$ cat src/rtl/sqrt_share_ctrl.sv
// rtl/sqrt_share_ctrl.sv - round-robin sequencer sharing one combinational square-root unit between two requesters
module sqrt_share_ctrl #(
  parameter int E_W = 31,
  parameter int F_W = 17
) (
  input  logic           clk,
  input  logic           rst_n,
  input  logic           req0_valid,
  input  logic [E_W-1:0] req0_e,
  output logic           req0_ready,
  input  logic           req1_valid,
  input  logic [E_W-1:0] req1_e,
  output logic           req1_ready,
  output logic [E_W-1:0] sq_e,
  input  logic [F_W-1:0] sq_f,
  output logic           rsp0_valid,
  output logic [F_W-1:0] rsp0_f,
  input  logic           rsp0_ready,
  output logic           rsp1_valid,
  output logic [F_W-1:0] rsp1_f,
  input  logic           rsp1_ready,
  output logic           busy
);

  typedef enum logic [1:0] {
    IDLE  = 2'd0,
    ISSUE = 2'd1,
    RESP  = 2'd2
  } state_t;

  state_t         state_q, state_d;
  logic           last_grant_q, last_grant_d;
  logic [E_W-1:0] op_q, op_d;
  logic           tag_q, tag_d;
  logic           zero_q, zero_d;
  logic [F_W-1:0] res_q, res_d;

  logic           grant_valid;
  logic           grant;
  logic [E_W-1:0] grant_e;

  // Round-robin pick: a lone requester wins; on a tie the one not served last time wins.
  always_comb begin
    grant_valid = req0_valid | req1_valid;
    grant       = 1'b0;
    if (req0_valid && req1_valid) begin
      grant = ~last_grant_q;
    end else begin
      grant = req1_valid;
    end
    grant_e = grant ? req1_e : req0_e;
  end

  // Next-state and output decode for the IDLE -> ISSUE -> RESP sequence.
  always_comb begin
    state_d      = state_q;
    last_grant_d = last_grant_q;
    op_d         = op_q;
    tag_d        = tag_q;
    zero_d       = zero_q;
    res_d        = res_q;
    req0_ready   = 1'b0;
    req1_ready   = 1'b0;
    rsp0_valid   = 1'b0;
    rsp1_valid   = 1'b0;
    case (state_q)
      IDLE: begin
        req0_ready = grant_valid & ~grant;
        req1_ready = grant_valid & grant;
        if (grant_valid) begin
          // op_q doubles as the shared unit's operand register, so it only
          // moves here and the unit input stays quiet between transactions.
          op_d         = grant_e;
          tag_d        = grant;
          zero_d       = (grant_e == '0);
          last_grant_d = grant;
          state_d      = ISSUE;
        end
      end
      ISSUE: begin
        // The unit's leading-zero path is undefined for e=0, so force the result.
        res_d   = zero_q ? '0 : sq_f;
        state_d = RESP;
      end
      RESP: begin
        rsp0_valid = ~tag_q;
        rsp1_valid = tag_q;
        if (tag_q ? rsp1_ready : rsp0_ready) begin
          state_d = IDLE;
        end
      end
      default: begin
        state_d = IDLE;
      end
    endcase
  end

  // State and datapath registers; reset leaves requester 0 ahead on the first tie.
  always_ff @(posedge clk or negedge rst_n) begin
    if (!rst_n) begin
      state_q      <= IDLE;
      last_grant_q <= 1'b1;
      op_q         <= '0;
      tag_q        <= 1'b0;
      zero_q       <= 1'b0;
      res_q        <= '0;
    end else begin
      state_q      <= state_d;
      last_grant_q <= last_grant_d;
      op_q         <= op_d;
      tag_q        <= tag_d;
      zero_q       <= zero_d;
      res_q        <= res_d;
    end
  end

  assign sq_e   = op_q;
  assign rsp0_f = res_q;
  assign rsp1_f = res_q;
  assign busy   = (state_q != IDLE);

endmodule
$ cat config.mk
export PLATFORM = sky130hd
export DESIGN_NAME = sqrt_share_ctrl
export DESIGN_NICKNAME = d
export VERILOG_FILES = /design/src/rtl/sqrt_share_ctrl.sv
export SDC_FILE = /design/constraint.sdc
export NUM_CORES = 1
export LEC_CHECK = 0
export ABC_AREA = 1
export CAP_MARGIN = 0
export CORE_ASPECT_RATIO = 0.7
export CORE_MARGIN = 5
export CORE_UTILIZATION = 39
export DETAILED_ROUTE_END_ITERATION = 7
export MAX_ROUTING_LAYER = met4
export PLACE_DENSITY = 0.81
export SLEW_MARGIN = 20
export SYNTH_ARGS = -nofsm -noshare
export SYNTH_HDL_FRONTEND = slang
export SYNTH_SLANG_ARGS = --single-unit
$ cat constraint.sdc
create_clock -name clk -period 1.8 [get_ports clk]
set_input_delay 0.36 -clock clk [delete_from_list [all_inputs] [get_ports clk]]
set_output_delay 0.36 -clock clk [all_outputs]
set_load 0.1 [all_outputs]
# Word-level counts from Yosys, hierarchy flattened
# Cells that the tools add are included.
[classes] muxes=11 eq_ne=4 bitwise=6 reduce_logical=6
[op_table] operator="$logic_not A31 Y1" count=1
[op_table] operator="$mux W31" count=1
[op_table] operator="$mux W17" count=1
[op_table] operator="$mux W1" count=6
[op_table] operator="$pmux W2 S3" count=1
[op_table] operator="$mux W2" count=2
[op_table] operator="$ne A2 B2 Y1 const B" count=2
[op_table] operator="$reduce_and A2 Y1" count=2
[op_table] operator="$not A1 Y1" count=3
[op_table] operator="$and A1 B1 Y1" count=2
[op_table] operator="$eq A2 B1 Y1 const B" count=1
[op_table] operator="$eq A2 B2 Y1 const B" count=1
[op_table] operator="$logic_not A2 Y1" count=1
[op_table] operator="$reduce_bool A2 Y1" count=1
[op_table] operator="$logic_and A1 B1 Y1" count=1
[op_table] operator="$or A1 B1 Y1" count=1
[totals] input_bits=85 out_inout_bits=70 register_bits=53 wordCells=33

# Logic depth before layout (Yosys ltp)
# Gate-level depths: netlist (run 1).
[depth] depth_word=5 depth_mapped=12 mapped_depth_nobuf=10

# Worst setup path before layout (run 1)
# No wires, ideal clock.
[synth_path] path_type="register to output" start="register state_q[0]" end="output port req0_ready" required_time_ns=1.440 t_arrival_ns=3.182 stages_incl_launch_ff=7 slack_ns=-1.742 path_buffers=1 cell_sequence="dfrtp_1 inv_1 nand2_1 nor2_2 inv_2 buf_2 a21oi_1"
[synth_via] elab_chain_len=2
[synth_rtl] item="from (decl)" line="31" source="state_t state_q, state_d;"
[synth_rtl] item="from (signal assigned)" line="108" source="state_q <= state_d;"
[synth_rtl] item="$logic_not A2 Y1" line="66" source="case (state_q)"
[synth_rtl] item="$mux W1" line="66"
[synth_rtl] item="to (decl)" line="10" source="output logic req0_ready,"
# No other way between the ends.

# Final worst setup path (run 1)
[layout_path] start="register last_grant_q" end="output port req0_ready"
[layout_via] elab_chain_len=5
[layout_rtl] item="from (decl)" line="32" source="logic last_grant_q, last_grant_d;"
[layout_rtl] item="from (signal assigned)" line="109" source="last_grant_q <= last_grant_d;"
[layout_rtl] item="$not A1 Y1" line="47" source="grant = ~last_grant_q;"
[layout_rtl] item="$mux W1" line="46" source="if (req0_valid && req1_valid) begin"
[layout_rtl] item="$not A1 Y1" line="68" source="req0_ready = grant_valid & ~grant;"
[layout_rtl] item="$and A1 B1 Y1" line="68"
[layout_rtl] item="$mux W1" line="66"
# No other way between the ends.

==> impl_metrics.tcl, run 1 <==
set metrics [dict create \
    synth_warnings 0 \
    synth_simple_gate_area_share_pct 32.2 \
    grt.total_usage_pct 22.1 \
    post_synth.cell_area_avg_um2 7.48 \
    area_growth_pct 88.7 \
    worstSkewPairLatency_ns 0.31 \
    number_of_hold_repair_buffers_added_at_the_cts_stage 0 \
    grt_overflow 0 \
    numCtsBuffers 5 \
    clock_sinks 53 \
    initial_core_util_pct 40.9 \
    hold_removal_path_class "primary input to async pin" \
    wirelength_met1_mm 3.82 \
    grt_setup_unrepaired "yes" \
    clkTransAtPathRegs_ns 0.09 \
    routed.top_layer "met4" \
    post-dp-hpwl_mm 7.82 \
    syn_area_um2 2810 \
    clock-root-buffer "clkbuf_8" \
    worst-endpoint-required_ns 1.44 \
    wl_mm 9.59 \
    io_buffers 154 \
    maxClockFrequency_ghz 0.564 \
    run_status "complete, no violations" \
    synth-adder-area-share_pct 0 \
    design.core.area_um2 6880 \
    antenna_found_initial 1 \
    place_congestion 0.832 \
    hold_ws_ns 0.0215 \
    via_per_inst 4.80 \
    crit_path_max_incr_delay_ns 0.57 \
    detail_route.drc_violations 0 \
    synth-compound-area-share_pct 7.47 \
    h_tree_levels 2 \
    clockBufferDepth 2 \
    wire_per_inst_um 15.5 \
    combinational_family_with_the_most_area_after_synthesis "simple AND/OR/NAND/NOR gates" \
    slowest_stage "dfstp_2" \
    path_cells "nand2_4, buf_6, a21oi_4, buf_12" \
    seqCellArea_um2 1330 \
    maxSlewViolCount 0 \
    data_arrival_critical_path_ns 1.41 \
    io_pins 155 \
    drive_above_1_share_pct 21.0 \
    critical_path.max_fanout 3 \
    antenna_violating_nets_post_route 0 \
    finalSetupViolations 0 \
    worstSetupStartpointType "flip-flop" \
    via_count_of_the_first_global_routing_pass 3019 \
    route.vias.total 2974 \
    synthCells 376 \
    grt_start_max_net_pins 63 \
    setup_tns_ns 0 \
    route.met3.wl_um 649 \
    timing_worst_setup_path_type "flip-flop to output pin" \
    yosys.area_share.xor_xnor_pct 0 \
    unique_cell_type_count_in_the_yosys_netlist 20 \
    grt_first_pass_wirelength_mm 15.4 \
    nFillCells 463 \
    max_cap_viol_count 0 \
    floorplan.die.width_um 112 \
    synth_mux_area_share_pct 0 \
    design.die.area_um2 9040 \
    finClkSkew_ns 0.00638 \
    finalCritPeriodShare_pct 98.5 \
    fin_crit_ns 1.77 \
    multi_input_gate_area_um2 1160 \
    fp.dieH_um 81.1 \
    crit_path_end_kind "output pin" \
    timing_hold_violations_final 0 \
    initialDrtViolationCount 179 \
    synth_sequential_area_ratio_pct 47.2 \
    drt_pass_1_iters 5 \
    reg2reg_depth 11 \
    timing_worst_slew_pin_value_ns 0.518 \
    postSynthRegisterBits 53 \
    std_cell_rows 25 \
    slew-limit-headroom_pct 65.3 \
    cts_tree "yes" \
    total_number_of_nets_in_the_final_design 608 \
    route.met2.wl_mm 4.98 \
    synthesis.nets 461 \
]
synth_stat cells, drive strengths merged:
cell type    n  area, um2
dfrtp       52       1300
clkbuf       7       26.3
buf         28        196
a21oi        2       10.0
nand3b      23        173
inv         37        139
nor2        16       65.1
clkinv       2       7.51
nand2      150        573
o21ai       38        190
o211a        1       10.0
nand3       19       95.1
dfstp        1       26.3
stage by stage:
step	setup WS, ns	area (um2)	utilization [%]	std cells
floorplan	-0.372	2840	-	376
global placement	-0.165	5150	74.9	608
detailed placement	-0.203	5150	74.9	608
CTS	0.0111	5270	76.6	617
global route	-0.0141	5310	77.1	619
finish	0.0273	5310	77.1	619
critical path: cells and delay by family, from the launching register on:
| family | cells | cell delay, ns |
|---|---|---|
| flip-flops | 1 | 0.57 |
| buffers and inverters | 2 | 0.33 |
| AO/OA/AOI/OAI | 1 | 0.14 |
| AND/OR/NAND/NOR | 1 | 0.08 |
logic make-up after synthesis:
family,Yosys count
compound gates,41
buf+inv,74
flops,53
simple gates,208
metal layers:
layer / global-route usage (%) / up-vias
met5: - / -
met4: 4.98 / 0
met3: 5.96 / 11
met2: 38.4 / 127
met1: 26.3 / 1396
li1: - / 1440
final timing paths:
check | from | endpoint | slack [ns]
setup / recovery | last_grant_q | req0_ready | 0.03
hold / removal | rst_n | rsp0_f[2] | 0.02
setup reg to reg | last_grant_q | zero_q | 0.22
hold reg to reg | last_grant_q | last_grant_q | 0.50
max in group asynchronous | rst_n | last_grant_q | 1.47
min in group clk | last_grant_q | last_grant_q | 0.50
layout by cell type, fill, tap and decap left out:
cell	count
a21oi_1	1
a21oi_4	1
buf_12	73
buf_2	1
buf_4	17
buf_6	1
bufinv_16	1
clkbuf_1	1
clkbuf_8	6
clkdlybuf4s50_1	81
clkinv_1	2
dfrtp_1	52
dfstp_2	1
diode_2	1
dlygate4sd2_1	1
dlymetal6s2s_1	1
inv_1	34
inv_2	3
nand2_1	147
nand2_4	2
nand2_8	1
nand3_1	19
nand3b_1	23
nor2_1	13
nor2_2	1
nor2_4	2
o211a_1	1
o21ai_0	38
area by class of cell:
cell class | instances | share of cell area (%)
diodes | 1 | 0.0471
inverters | 39 | 2.76
clock inverters | 1 | 0.566
well taps | 94 | 2.22
multi-input cells | 249 | 21.9
flip-flops and latches | 53 | 25.0
clock buffers | 7 | 1.63
repair buffers | 175 | 45.9
state kept, by name, indices dropped and copies added (netlist names):
| signal | cells |
|---|---|
| last_grant_q | 1 |
| state_q | 2 |
| tag_q | 1 |
| rsp0_f | 17 |
| sq_e | 31 |
| zero_q | 1 |
timing repair:
action | 4_1_cts | 5_1_grt
resized for setup | 2 | 6
setup endpoints to repair | 2 | 3
pin swaps | 2 | 1
gates cloned | 0 | 0
buffers inserted | 1 | 1
Power of run 1 is not shown: default switching activity piles up to over one toggle a cycle in this logic, so the estimate is an artifact.
==> run 2: changes to the inputs <==
MAX_ROUTING_LAYER = not set   (was met4)
RECOVER_POWER = 50   (was not set)
==> run 2 against run 1 <==
Effect of this change:
- final cell count down 0.16%
- setup slack better by 0.00096 ns
- non-clock buffer count unchanged
- sequential share of layout area up 0.10 points
- critical path type unchanged
- critical endpoint unchanged
==> impl_metrics.tcl, run 2 (synthesized netlist as in run 1, its figures left out) <==
set metrics [dict create \
    design.die.area_um2 9040 \
    register_to_register_path_setup_slack_ns 0.21 \
    diodes 0 \
    numCtsBuffers 5 \
    wire_per_inst_um 15.5 \
    clock-root-buffer "clkbuf_8" \
    drt_pass_1_iters 5 \
    setup_tns_ns 0 \
    io_pins 155 \
    design.core.area_um2 6880 \
    timing_hold_violations_final 0 \
    initial_core_util_pct 40.9 \
    fin_crit_ns 1.77 \
    max_cap_viol_count 0 \
    worstSetupStartpointType "flip-flop" \
    cts_tree "yes" \
    worst-endpoint-required_ns 1.44 \
    area_growth_pct 88.0 \
    post_dp_cell_area_um2 5150 \
    largest_register_ffs 31 \
    fp.dieH_um 81.1 \
    grt_setup_unrepaired "yes" \
    maxSlewViolCount 0 \
    critical_path.max_fanout 3 \
    timing_worst_setup_path_type "flip-flop to output pin" \
    place_congestion 0.820 \
    run_status "complete, no violations" \
    detail_route.drc_violations 0 \
    clkTransAtPathRegs_ns 0.10 \
    hold_removal_path_class "primary input to async pin" \
    reg_to_reg_endpoint "zero_q" \
    reg2reg_depth 11 \
    finalCritPeriodShare_pct 98.4 \
    post-dp-hpwl_mm 7.82 \
    total_number_of_nets_in_the_final_design 608 \
    top_library_cells_by_usage_in_the_layout_fill_and_taps_aside "nand2_1 (147), clkdlybuf4s50_1 (81), buf_12 (72), dfrtp_1 (52), o21ai_0 (38)" \
    antenna_violating_nets_post_route 0 \
    std_cell_rows 25 \
    crit-reg2reg-launch "last_grant_q" \
    final_common_cell "nand2_1" \
    maxClockFrequency_ghz 0.564 \
    crit_path_end_kind "output pin" \
    clockBufferDepth 2 \
    post-route-worst-setup-slack_ns 0.0283 \
    initialDrtViolationCount 163 \
    io_buffers 154 \
    clock_sinks 53 \
    grt_overflow 0 \
    postLayoutCellArea_um2 5290 \
    finClkSkew_ns 0.00732 \
    timing_worst_slew_pin_value_ns 1.28 \
    seqCellArea_um2 1330 \
    grt_first_pass_wirelength_mm 15.5 \
    grt_start_max_net_pins 63 \
    slew-limit-headroom_pct 14.7 \
    finalSetupViolations 0 \
    multi_input_gate_area_um2 1160 \
    grt.total_usage_pct 21.5 \
    worstSkewPairLatency_ns 0.31 \
    floorplan.die.width_um 112 \
    wl_mm 9.57 \
    h_tree_levels 2 \
    antenna_found_initial 1 \
    drive_above_1_share_pct 20.8 \
    via_per_inst 4.78 \
    nFillCells 466 \
    pre_cts_ws_ns -0.203 \
    via_count_of_the_first_global_routing_pass 3023 \
    data_arrival_critical_path_ns 1.41 \
    route.vias.total 2953 \
]
run 2: cell types whose count changed in the layout (fill, tap and decap cells not counted):
cell | previous run | this run
buf_12 | 73 | 72
buf_4 | 17 | 16
clkbuf_1 | 1 | 2
clkbuf_2 | 0 | 1
diode_2 | 1 | 0
run 2: area by class of cell:
class                           count  area share [%]
Sequential cell                    53            25.1
Inverter                           39            2.77
Tap cell                           94            2.22
Timing Repair Buffer              175            45.7
Multi-Input combinational cell    249            22.0
Clock inverter                      1           0.568
Clock buffer                        7            1.63
run 2: what timing repair did:
action	in CTS	in global routing
pin swaps	2	1
endpoints found under the setup margin	2	3
setup buffers	1	1
resized for setup	2	6
hold buffers	0	0
run 2: critical path, cell delays in order (launching register included):
cell and delay [ns]:
dfstp_2 0.57, nand2_4 0.08, buf_6 0.14, a21oi_4 0.14, buf_12 0.19
run 2: worst max-delay path by stage:
stage,start,endpoint,slack [ns],cells past startpoint
after floorplan,state_q[0],rsp0_valid,-0.37,3
after global placement,req0_valid,zero_q,-0.16,12
after detailed placement,req1_valid,sq_e[11],-0.20,6
after CTS,state_q[1],req0_ready,0.01,6
after global routing,state_q[1],req0_ready,-0.009,6
final,last_grant_q,req0_ready,0.03,4
run 2: per-stage QoR:
| stage | instances | hold WS, ns | util [%] |
|---|---|---|---|
| after floorplan | 376 | 0.0644 | - |
| after global placement | 608 | 0.370 | 74.9 |
| after detailed placement | 608 | 0.384 | 74.9 |
| after CTS | 617 | 0.0450 | 76.6 |
| after global routing | 618 | 0.524 | 76.8 |
| final | 618 | 0.401 | 76.8 |
run 2: per-layer routing:
layer	vias up	GRT usage [%]	wire, um
li1	1438	-	-
met1	1370	26.2	3640
met2	130	38.1	5010
met3	13	6.18	767
met4	2	5.22	146
met5	-	0	9
Power of run 2 is left out for the same reason.
==> run 3: changes to the inputs <==
PLACE_DENSITY = 0.88   (was 0.81)
==> run 3 against run 2 <==
Effect of this change:
- the flow now finishes with violations (setup timing)
- via count grew 5.0%
- die area is the same
- critical endpoint unchanged
- critical path type unchanged
- fmax shrank 2.3%
- core utilization grew 2.0 points
- routed wire length grew 8.2%
==> impl_metrics.tcl, run 3 (synthesized netlist as in run 1, its figures left out) <==
set metrics [dict create \
    initialDrtViolationCount 128 \
    worst-endpoint-required_ns 1.44 \
    data_arrival_critical_path_ns 1.45 \
    io_pins 155 \
    h_tree_levels 2 \
    timing_worst_slew_pin_value_ns 1.29 \
    final_common_cell "nand2_1" \
    std_cell_rows 25 \
    clkTransAtPathRegs_ns 0.11 \
    largest_register_ffs 31 \
    fp.dieH_um 81.1 \
    area_growth_pct 92.8 \
    number_of_hold_repair_buffers_added_at_the_cts_stage 0 \
    initial_core_util_pct 40.9 \
    wl_mm 10.3 \
    register_to_register_path_setup_slack_ns 0.09 \
    reg2reg_depth 11 \
    finalCritPeriodShare_pct 101 \
    maxSlewViolCount 0 \
    clock-root-buffer "clkbuf_8" \
    timing_hold_violations_final 0 \
    post-dp-hpwl_mm 7.88 \
    numCtsBuffers 5 \
    dpl.cell_count 613 \
    grt.total_usage_pct 22.5 \
    slew-limit-headroom_pct 14.3 \
    design.core.area_um2 6880 \
    via_count_of_the_first_global_routing_pass 3191 \
    drive_above_1_share_pct 22.6 \
    grt_overflow 0 \
    grt_setup_unrepaired "yes" \
    antenna_found_initial 1 \
    worstSetupStartpointType "flip-flop" \
    crit-reg2reg-launch "last_grant_q" \
    cts_tree "yes" \
    fin_crit_ns 1.81 \
    wire_per_inst_um 16.4 \
    io_buffers 154 \
    clockBufferDepth 2 \
    seqCellArea_um2 1330 \
    via_per_inst 4.91 \
    finalSetupViolations 1 \
    maxClockFrequency_ghz 0.551 \
    worstSkewPairLatency_ns 0.31 \
    critical_path.max_fanout 3 \
    hold_ws_ns 0.302 \
    design.die.area_um2 9040 \
    grt_first_pass_wirelength_mm 16.4 \
    crit_path_end_kind "output pin" \
    route.vias.total 3100 \
    top_library_cells_by_usage_in_the_layout_fill_and_taps_aside "nand2_1 (147), clkdlybuf4s50_1 (81), buf_12 (73), dfrtp_1 (52), o21ai_0 (38)" \
    max_cap_viol_count 0 \
    final_cell_count_no_fill 631 \
    clock_sinks 53 \
    run_status "finished with violations" \
    multi_input_gate_area_um2 1160 \
    drt_pass_1_iters 4 \
    finClkSkew_ns 0.0160 \
    reg_to_reg_endpoint "zero_q" \
    post-route-worst-setup-slack_ns -0.0135 \
    hold_removal_path_class "primary input to async pin" \
    nFillCells 456 \
    floorplan.die.width_um 112 \
    detail_route.drc_violations 0 \
    timing_worst_setup_path_type "flip-flop to output pin" \
    antenna_violating_nets_post_route 0 \
    grt_start_max_net_pins 63 \
    place_congestion 0.838 \
    violated_checks "setup timing" \
    total_number_of_nets_in_the_final_design 620 \
]
[run 3: worst max path at each step]
stage,startpoint,endpoint,slack [ns],depth (start not counted)
after global routing,last_grant_q,zero_q,-0.07,11
after floorplan,state_q[0],rsp0_valid,-0.37,3
after global placement,req1_valid,zero_q,-0.18,10
after detailed placement,req1_valid,sq_e[9],-0.24,6
final,last_grant_q,req0_ready,-0.01,4
after CTS,last_grant_q,req0_ready,0.0002,4
[run 3: layout make-up]
class                           instances  share of cell area [%]
Sequential cell                        53                    24.5
Clock inverter                          3                   0.854
Inverter                               39                    2.70
Timing Repair Buffer                  187                    47.1
Clock buffer                            5                    1.27
Multi-Input combinational cell        249                    21.4
Antenna cell                            1                  0.0461
Tap cell                               94                    2.17
[run 3: metal layers]
metal	up-vias	track usage, %	part of all wire (%)
met2	156	38.1	50
met4	0	6.93	1.6
met1	1465	29.4	42
li1	1462	-	-
met5	-	0	0
met3	17	4.69	6.3
[run 3: worst max-delay path, cell delays in order (launching register included)]
cell	delay (ns)
dfstp_2	0.59
nand2_4	0.09
buf_8	0.14
a21oi_4	0.13
buf_12	0.19
[run 3: metrics by stage]
step / setup TNS (ns) / cell area (um2) / utilization [%] / worst slack [ns]
global placement: -5.29 / 5190 / 75.4 / -0.182
floorplan: -1.06 / 2840 / - / -0.372
CTS: 0 / 5330 / 77.5 / 0.000222
detailed placement: -7.06 / 5190 / 75.4 / -0.245
global route: -0.121 / 5420 / 78.8 / -0.0678
finish: -0.0135 / 5420 / 78.8 / -0.0135
[run 3: repair_timing]
action                                  in CTS  in global routing
gates resized for setup                      5                  7
pin swaps                                    3                  5
gates cloned                                 0                  1
endpoints found under the setup margin       2                  2
setup buffers                                3                  6
Power of run 3 is left out for the same reason.
